## config.mk

```make
export PLATFORM = sky130hd
export DESIGN_NAME = timer_bank_flat
export DESIGN_NICKNAME = d
export VERILOG_FILES = /design/src/rtl/timer_bank_if.sv /design/src/rtl/timer_bank.sv /design/src/flat_wrapper.sv
export SDC_FILE = /design/constraint.sdc
export NUM_CORES = 1
export LEC_CHECK = 0
export CORE_ASPECT_RATIO = 1.1
export CORE_MARGIN = 2
export CORE_UTILIZATION = 45
export DETAILED_ROUTE_END_ITERATION = 12
export PLACE_DENSITY_LB_ADDON = 0.05
export SYNTH_ARGS = -nofsm -noshare
export SYNTH_HDL_FRONTEND = slang
export SYNTH_SLANG_ARGS = --single-unit
```

## constraint.sdc

```tcl
create_clock -name clk -period 15.5 [get_ports clk]
set_input_delay 3.875 -clock clk [delete_from_list [all_inputs] [get_ports clk]]
set_output_delay 3.875 -clock clk [all_outputs]
set_load 0.005 [all_outputs]
```

## src/rtl/timer_bank_if.sv

```systemverilog
// CPU byte bus for timer_bank. "do" is a reserved word, so read data is carried on dout.
// Handshake: no valid/ready; we/re are single-cycle strobes qualified by addr on the same clk edge.
interface timer_bank_if;
    logic [15:0] addr;
    logic        we;
    logic        re;
    logic [7:0]  di;
    logic [7:0]  dout;
    logic        irq;

    modport master (output addr, we, re, di, input dout, irq);
    modport slave  (input addr, we, re, di, output dout, irq);
endinterface

```

## src/rtl/timer_bank.sv

```systemverilog
// Bank of NUM_CH programmable timers (reload, ctrl, read-to-clear status, restart) on an 8-bit CPU bus.
// Each channel fires when count >= reload, so a lowered reload never lets the counter run away.
module timer_bank #(
    parameter int          NUM_CH        = 4,
    parameter int          CNT_W         = 32,
    parameter logic [15:0] BASE_ADDR     = 16'hFF40,
    parameter logic [31:0] RESET_RELOAD  = 32'd4999999,
    parameter bit          CH0_AUTOSTART = 1'b1
) (
    input  logic         clk,
    input  logic         rst,
    timer_bank_if.slave  bus
);

    localparam int               NB      = CNT_W / 8;
    localparam logic [CNT_W-1:0] RLD_RST = RESET_RELOAD[CNT_W-1:0];

    logic [CNT_W-1:0]  reload_q [NUM_CH];
    logic [CNT_W-1:0]  count_q  [NUM_CH];
    logic [NUM_CH-1:0] en_q;
    logic [NUM_CH-1:0] per_q;
    logic [NUM_CH-1:0] ie_q;
    logic [NUM_CH-1:0] trig_q;
    logic              irq_q;

    logic [16:0]       rel;
    logic              above;
    logic [2:0]        off;
    logic [NUM_CH-1:0] sel;
    logic [NUM_CH-1:0] tc;
    logic [NUM_CH-1:0] wr_ctrl;
    logic [NUM_CH-1:0] rd_stat;
    logic [NUM_CH-1:0] restart;
    logic [7:0]        rdata;
    logic [31:0]       rl32;

    // 17-bit difference keeps the top-of-range compare free of 16-bit wrap
    assign rel   = {1'b0, bus.addr} - {1'b0, BASE_ADDR};
    assign above = (bus.addr >= BASE_ADDR);
    assign off   = rel[2:0];

    always_comb begin
        sel     = '0;
        tc      = '0;
        wr_ctrl = '0;
        rd_stat = '0;
        restart = '0;
        for (int i = 0; i < NUM_CH; i++) begin
            sel[i]     = above && (rel[16:3] == 14'(i));
            wr_ctrl[i] = bus.we && sel[i] && (off == 3'd4);
            rd_stat[i] = bus.re && sel[i] && (off == 3'd5);
            restart[i] = bus.we && sel[i] && (off == 3'd6) && bus.di[0];
            tc[i]      = en_q[i] && (count_q[i] >= reload_q[i]);
        end
    end

    always_comb begin
        rdata = '0;
        rl32  = '0;
        for (int i = 0; i < NUM_CH; i++) begin
            if (sel[i]) begin
                rl32 = 32'(reload_q[i]);
                case (off)
                    3'd0:    rdata = rl32[7:0];
                    3'd1:    rdata = rl32[15:8];
                    3'd2:    rdata = rl32[23:16];
                    3'd3:    rdata = rl32[31:24];
                    3'd4:    rdata = {5'b0, ie_q[i], per_q[i], en_q[i]};
                    3'd5:    rdata = {7'b0, trig_q[i]};
                    default: rdata = '0;
                endcase
            end
        end
    end

    assign bus.dout = rdata;
    assign bus.irq  = irq_q;

    always_ff @(posedge clk) begin
        if (rst) begin
            for (int i = 0; i < NUM_CH; i++) begin
                reload_q[i] <= RLD_RST;
                count_q[i]  <= '0;
                trig_q[i]   <= 1'b0;
                en_q[i]     <= (i == 0) && CH0_AUTOSTART;
                per_q[i]    <= (i == 0) && CH0_AUTOSTART;
                ie_q[i]     <= 1'b0;
            end
            irq_q <= 1'b0;
        end else begin
            irq_q <= |(trig_q & ie_q);
            for (int i = 0; i < NUM_CH; i++) begin
                for (int b = 0; b < NB; b++) begin
                    if (bus.we && sel[i] && (off == 3'(b)))
                        reload_q[i][8*b +: 8] <= bus.di;
                end

                // A CPU write to CTRL beats the one-shot self-disable on the same edge
                if (wr_ctrl[i]) begin
                    en_q[i]  <= bus.di[0];
                    per_q[i] <= bus.di[1];
                    ie_q[i]  <= bus.di[2];
                end else if (tc[i] && !restart[i] && !per_q[i]) begin
                    en_q[i] <= 1'b0;
                end

                if (restart[i])
                    count_q[i] <= '0;
                else if (en_q[i])
                    count_q[i] <= tc[i] ? '0 : count_q[i] + 1'b1;

                if (restart[i])
                    trig_q[i] <= 1'b0;
                else if (tc[i])
                    trig_q[i] <= 1'b1;
                else if (rd_stat[i])
                    trig_q[i] <= 1'b0;
            end
        end
    end

endmodule

```

## src/flat_wrapper.sv

```systemverilog
// flat-port wrapper written by rule: the top's interface ports become plain ports
module timer_bank_flat 
#(
    parameter int          NUM_CH        = 4,
    parameter int          CNT_W         = 32,
    parameter logic [15:0] BASE_ADDR     = 16'hFF40,
    parameter logic [31:0] RESET_RELOAD  = 32'd4999999,
    parameter bit          CH0_AUTOSTART = 1'b1
)
  (clk, rst, bus_addr, bus_we, bus_re, bus_di, bus_dout, bus_irq);
  timer_bank_if bus_i ();
  input  logic clk;
  input  logic rst;
  input wire logic [$bits(bus_i.addr)-1:0] bus_addr;
  input wire logic [$bits(bus_i.we)-1:0] bus_we;
  input wire logic [$bits(bus_i.re)-1:0] bus_re;
  input wire logic [$bits(bus_i.di)-1:0] bus_di;
  output wire logic [$bits(bus_i.dout)-1:0] bus_dout;
  output wire logic [$bits(bus_i.irq)-1:0] bus_irq;
  assign bus_i.addr = bus_addr;
  assign bus_i.we = bus_we;
  assign bus_i.re = bus_re;
  assign bus_i.di = bus_di;
  assign bus_dout = bus_i.dout;
  assign bus_irq = bus_i.irq;
  timer_bank #(.NUM_CH(NUM_CH), .CNT_W(CNT_W), .BASE_ADDR(BASE_ADDR), .RESET_RELOAD(RESET_RELOAD), .CH0_AUTOSTART(CH0_AUTOSTART)) u_core (.clk(clk), .rst(rst), .bus(bus_i));
endmodule
```

==> impl_results.md <==
- Most common cell on crit path: clkdlybuf4s50_1
- Final HPWL DP: between 30,000 and 40,000 um
- CTS Sinks: 273
- Internal Pwr Total: around 1.3 mW
- CP peak stage delay: around 690 ps
- Part of the power in registers: ~49%
- Setup TNS: 0 ps
- Clock slew at reported path FFs: 60 ps
- Vias in the first global route: approximately 12,000
- IO Pins: 37
- Antenna violations before repair: 2
- Initial Util: between 40% and 50%
- Final hold slack: just under 500 ps
- Top-count cell post-synth: edfxtp_1
- Slew margin rel.: 13.8%
- Seq cells post-synth: 273
- Core Box Area: roughly 0.037 sq mm
- CP top delay family: simple AND/OR/NAND/NOR gates
- Largest cells by area after synthesis: edfxtp_1 45%, ha_1 9.8%, nor2_1 4.4%
- Mean Syn Cell Area: between 10 and 15 sq um
- Vias/cell: 5.65
- Syn Nets: roughly 1,800
- Final #Nets: 1,862
- Post-synth top cells: 256 x edfxtp_1, 199 x nor2_1, 151 x inv_1, 133 x ha_1, 107 x nand2_1
- Netlist cell types: 78
- Slowest-stage cell, CP: nor3_2
- Skew-Pair Late Insertion Delay: slightly below 600 ps
- GPL Wtd Cong: approximately 0.91
- Arrival time at the worst endpoint: between 7000 and 8000 ps
- Synth area leader: edfxtp_1
- GRT Util Overall: a little under a quarter
- Worst EP required: 11,620 ps
- Class of the worst hold path: reg -> reg
- Number of port buffers: 36
- Fmax: between 0.09 and 0.1 GHz
- TritonCTS clock tree: built
- Antenna-violating nets left: 0
- First-pass GRT wire length: about 73,000 um
- Asr flop ratio synth: 0%
- Status: complete, no violations
- EDFF count, synth: approximately 260
- Comb pwr share: between 7 and 8%
- Critical path class: in -> out
- Minimum clock period: 11,050 ps
- Main synth FF type: edfxtp_1
- ANT cells: 0
- Ratio of cells with drive above 1 in the final layout: under 10%
- Final Max Tran Viols: 0
- Max Fanout on Critical Path: 10
- Worst path bufs/invs: 3
- Synth warn: 0
- RSZ-0062 raised after global routing: false
- Die Height: between 200 and 250 um
- DR iter-0 viols: ~940
- Worst setup SP type: input port
- Die X-Extent: around 190 um
- Synth Cell Area: around 0.017 sq mm
- Final setup skew: approximately 12 ps
- Area grow syn2layout: 11.2%
- # DRC: 0
- Hold Violations, Final: 0
- Pre-antenna DRT Iters: 7
- Clk pwr share: a little over two fifths
- Max Cap Viol: 0
- Inserted Clock Buffers: 31
- Routed WL per cell: approximately 21 um
- # rows: 74
- Die area: 0.0392 sq mm
- Pwr/cell area: about 94 mW/mm^2
- Tightest Pin Transition: about 1300 ps
- Root Buffer: clkbuf_16
- Sw Pwr: 0.423 mW
- Switching share of power: 24.0%
- Gate Count Post-Synth: 1,676
- CTS hold repair buffers: 0
- Final worst-path cycle share: between 70 and 80%
- Bufs on Longest Clock Path: 3
- Max rail drop VDD: ~0.000084 V
- Vias: 12,530
- Sequential cell area fraction in the yosys report: roughly 47%
- Largest net degree at the start of global routing: 46
- Top-area cell type share of the netlist area: a little under half
- Setup violations, final: 0
- # resized after CTS: 0
- Critical path endpoint category: output port
- Leakage: approximately 7.3 nW
- WL final: approximately 47,000 um
- H-tree Lvls: 1
- Grt ovf: 0
- Setup repair bufs after CTS: 0
- Crit-path cells: clkdlybuf4s50_1 -> inv_1 -> ha_1 -> nand4b_1 -> nor3_2 -> nand3_1 -> o22a_1 -> o21ai_0 -> clkdlybuf4s50_1
==> worst register-to-register path: cells and delay by family, from the launching register on <==
kind / cells / cell delay, ps
simple gates: 4 / 1630
flops: 1 / 470
fa+ha+maj: 1 / 370
compound gates: 1 / 330
==> flip-flops by register name, summed over array words and instances (netlist names) <==
signal and cells:
u_core.count_q 128, u_core.reload_q 128, u_core.en_q 4, u_core.ie_q 4, u_core.per_q 4, u_core.trig_q 4, u_core.bus.irq 1
==> final cells by class <==
type / instances / area (sq um)
fill: 3463 / 18300
multi-input combinational: 1190 / 8060
sequential: 273 / 8030
clock buffer: 39 / 836
tap: 494 / 618
inverter: 151 / 567
timing repair buffer: 54 / 490
clock inverter: 18 / 214
==> power by group through the flow <==
stage | Combinational, mW | Clock [mW] | Sequential (mW)
final | 0.136 | 0.769 | 0.862
after global placement | 0.132 | 0 | 0.878
after global routing | 0.153 | 0.813 | 0.864
after CTS | 0.137 | 0.785 | 0.862
after detailed placement | 0.137 | 0 | 0.877
after floorplan | 0.0925 | 0 | 0.861
==> cell usage in the layout, fill, tap and decap left out, types with 4 or more instances in the layout <==
cell	n
clkbuf_16	31
xor2_1	66
a221oi_1	4
xnor2_1	53
a22oi_1	37
or2_2	24
and2_1	49
nand3_1	65
nand2_1	107
nor2_1	199
a21o_1	14
o221ai_1	7
clkdlybuf4s50_1	35
nand4_1	47
clkinv_2	5
clkinv_1	6
o21a_1	12
a211oi_1	7
dfxtp_1	17
or3_1	7
nor2b_1	11
clkbuf_1	5
and4_1	11
a31oi_1	4
nor3_1	21
o22ai_1	9
nand2b_1	30
mux2i_1	18
ha_1	133
o22a_1	6
and3_1	40
bufinv_16	5
buf_4	18
nor4_1	15
a21oi_1	84
edfxtp_1	256
inv_1	151
o21ai_0	43
==> path summary, 6_finish.rpt <==
| kind | start | endpoint | slack (ps) | cells after the start |
|---|---|---|---|---|
| worst max-delay path | bus_addr[6] | bus_dout[2] | 4450 | 9 |
| worst min-delay path | u_core.per_q[2] | u_core.per_q[2] | 480 | 2 |
| worst max register to register | u_core.count_q[0][91] | u_core.count_q[0][93] | 12420 | 6 |
| worst min register to register | u_core.per_q[2] | u_core.per_q[2] | 480 | 2 |
==> through the flow <==
step                area, sq um  util, %  std cells  power (mW)  setup WS, ps
floorplan                 16900        -       1676       0.953          6320
global placement          17800     47.8       2162        1.01          4610
detailed placement        17800     47.8       2162        1.01          4530
CTS                       18800     50.7       2219        1.78          4540
global route              18800     50.7       2219        1.83          4380
finish                    18800     50.7       2219        1.77          4450
==> layer usage <==
| layer | vias up | share of wire, % | GRT usage, % |
|---|---|---|---|
| met5 | - | 0.054 | 0 |
| met4 | 4 | 3.8 | 8.76 |
| li1 | 6074 | - | - |
| met1 | 6069 | 45 | 32.6 |
| met3 | 93 | 4.1 | 2.77 |
| met2 | 290 | 48 | 39.3 |
==> logic make-up after synthesis <==
logic type               after synthesis  synth area share [%]
adder cells (fa/ha/maj)              133                  9.83
buffers and inverters                213                  5.00
multiplexers                          21                  1.46
flip-flops                           273                  47.4
XOR/XNOR                             119                  6.16
AO/OA/AOI/OAI                        261                  10.2
AND/OR/NAND/NOR                      656                  20.0
Power figures use the tool's default switching activity.
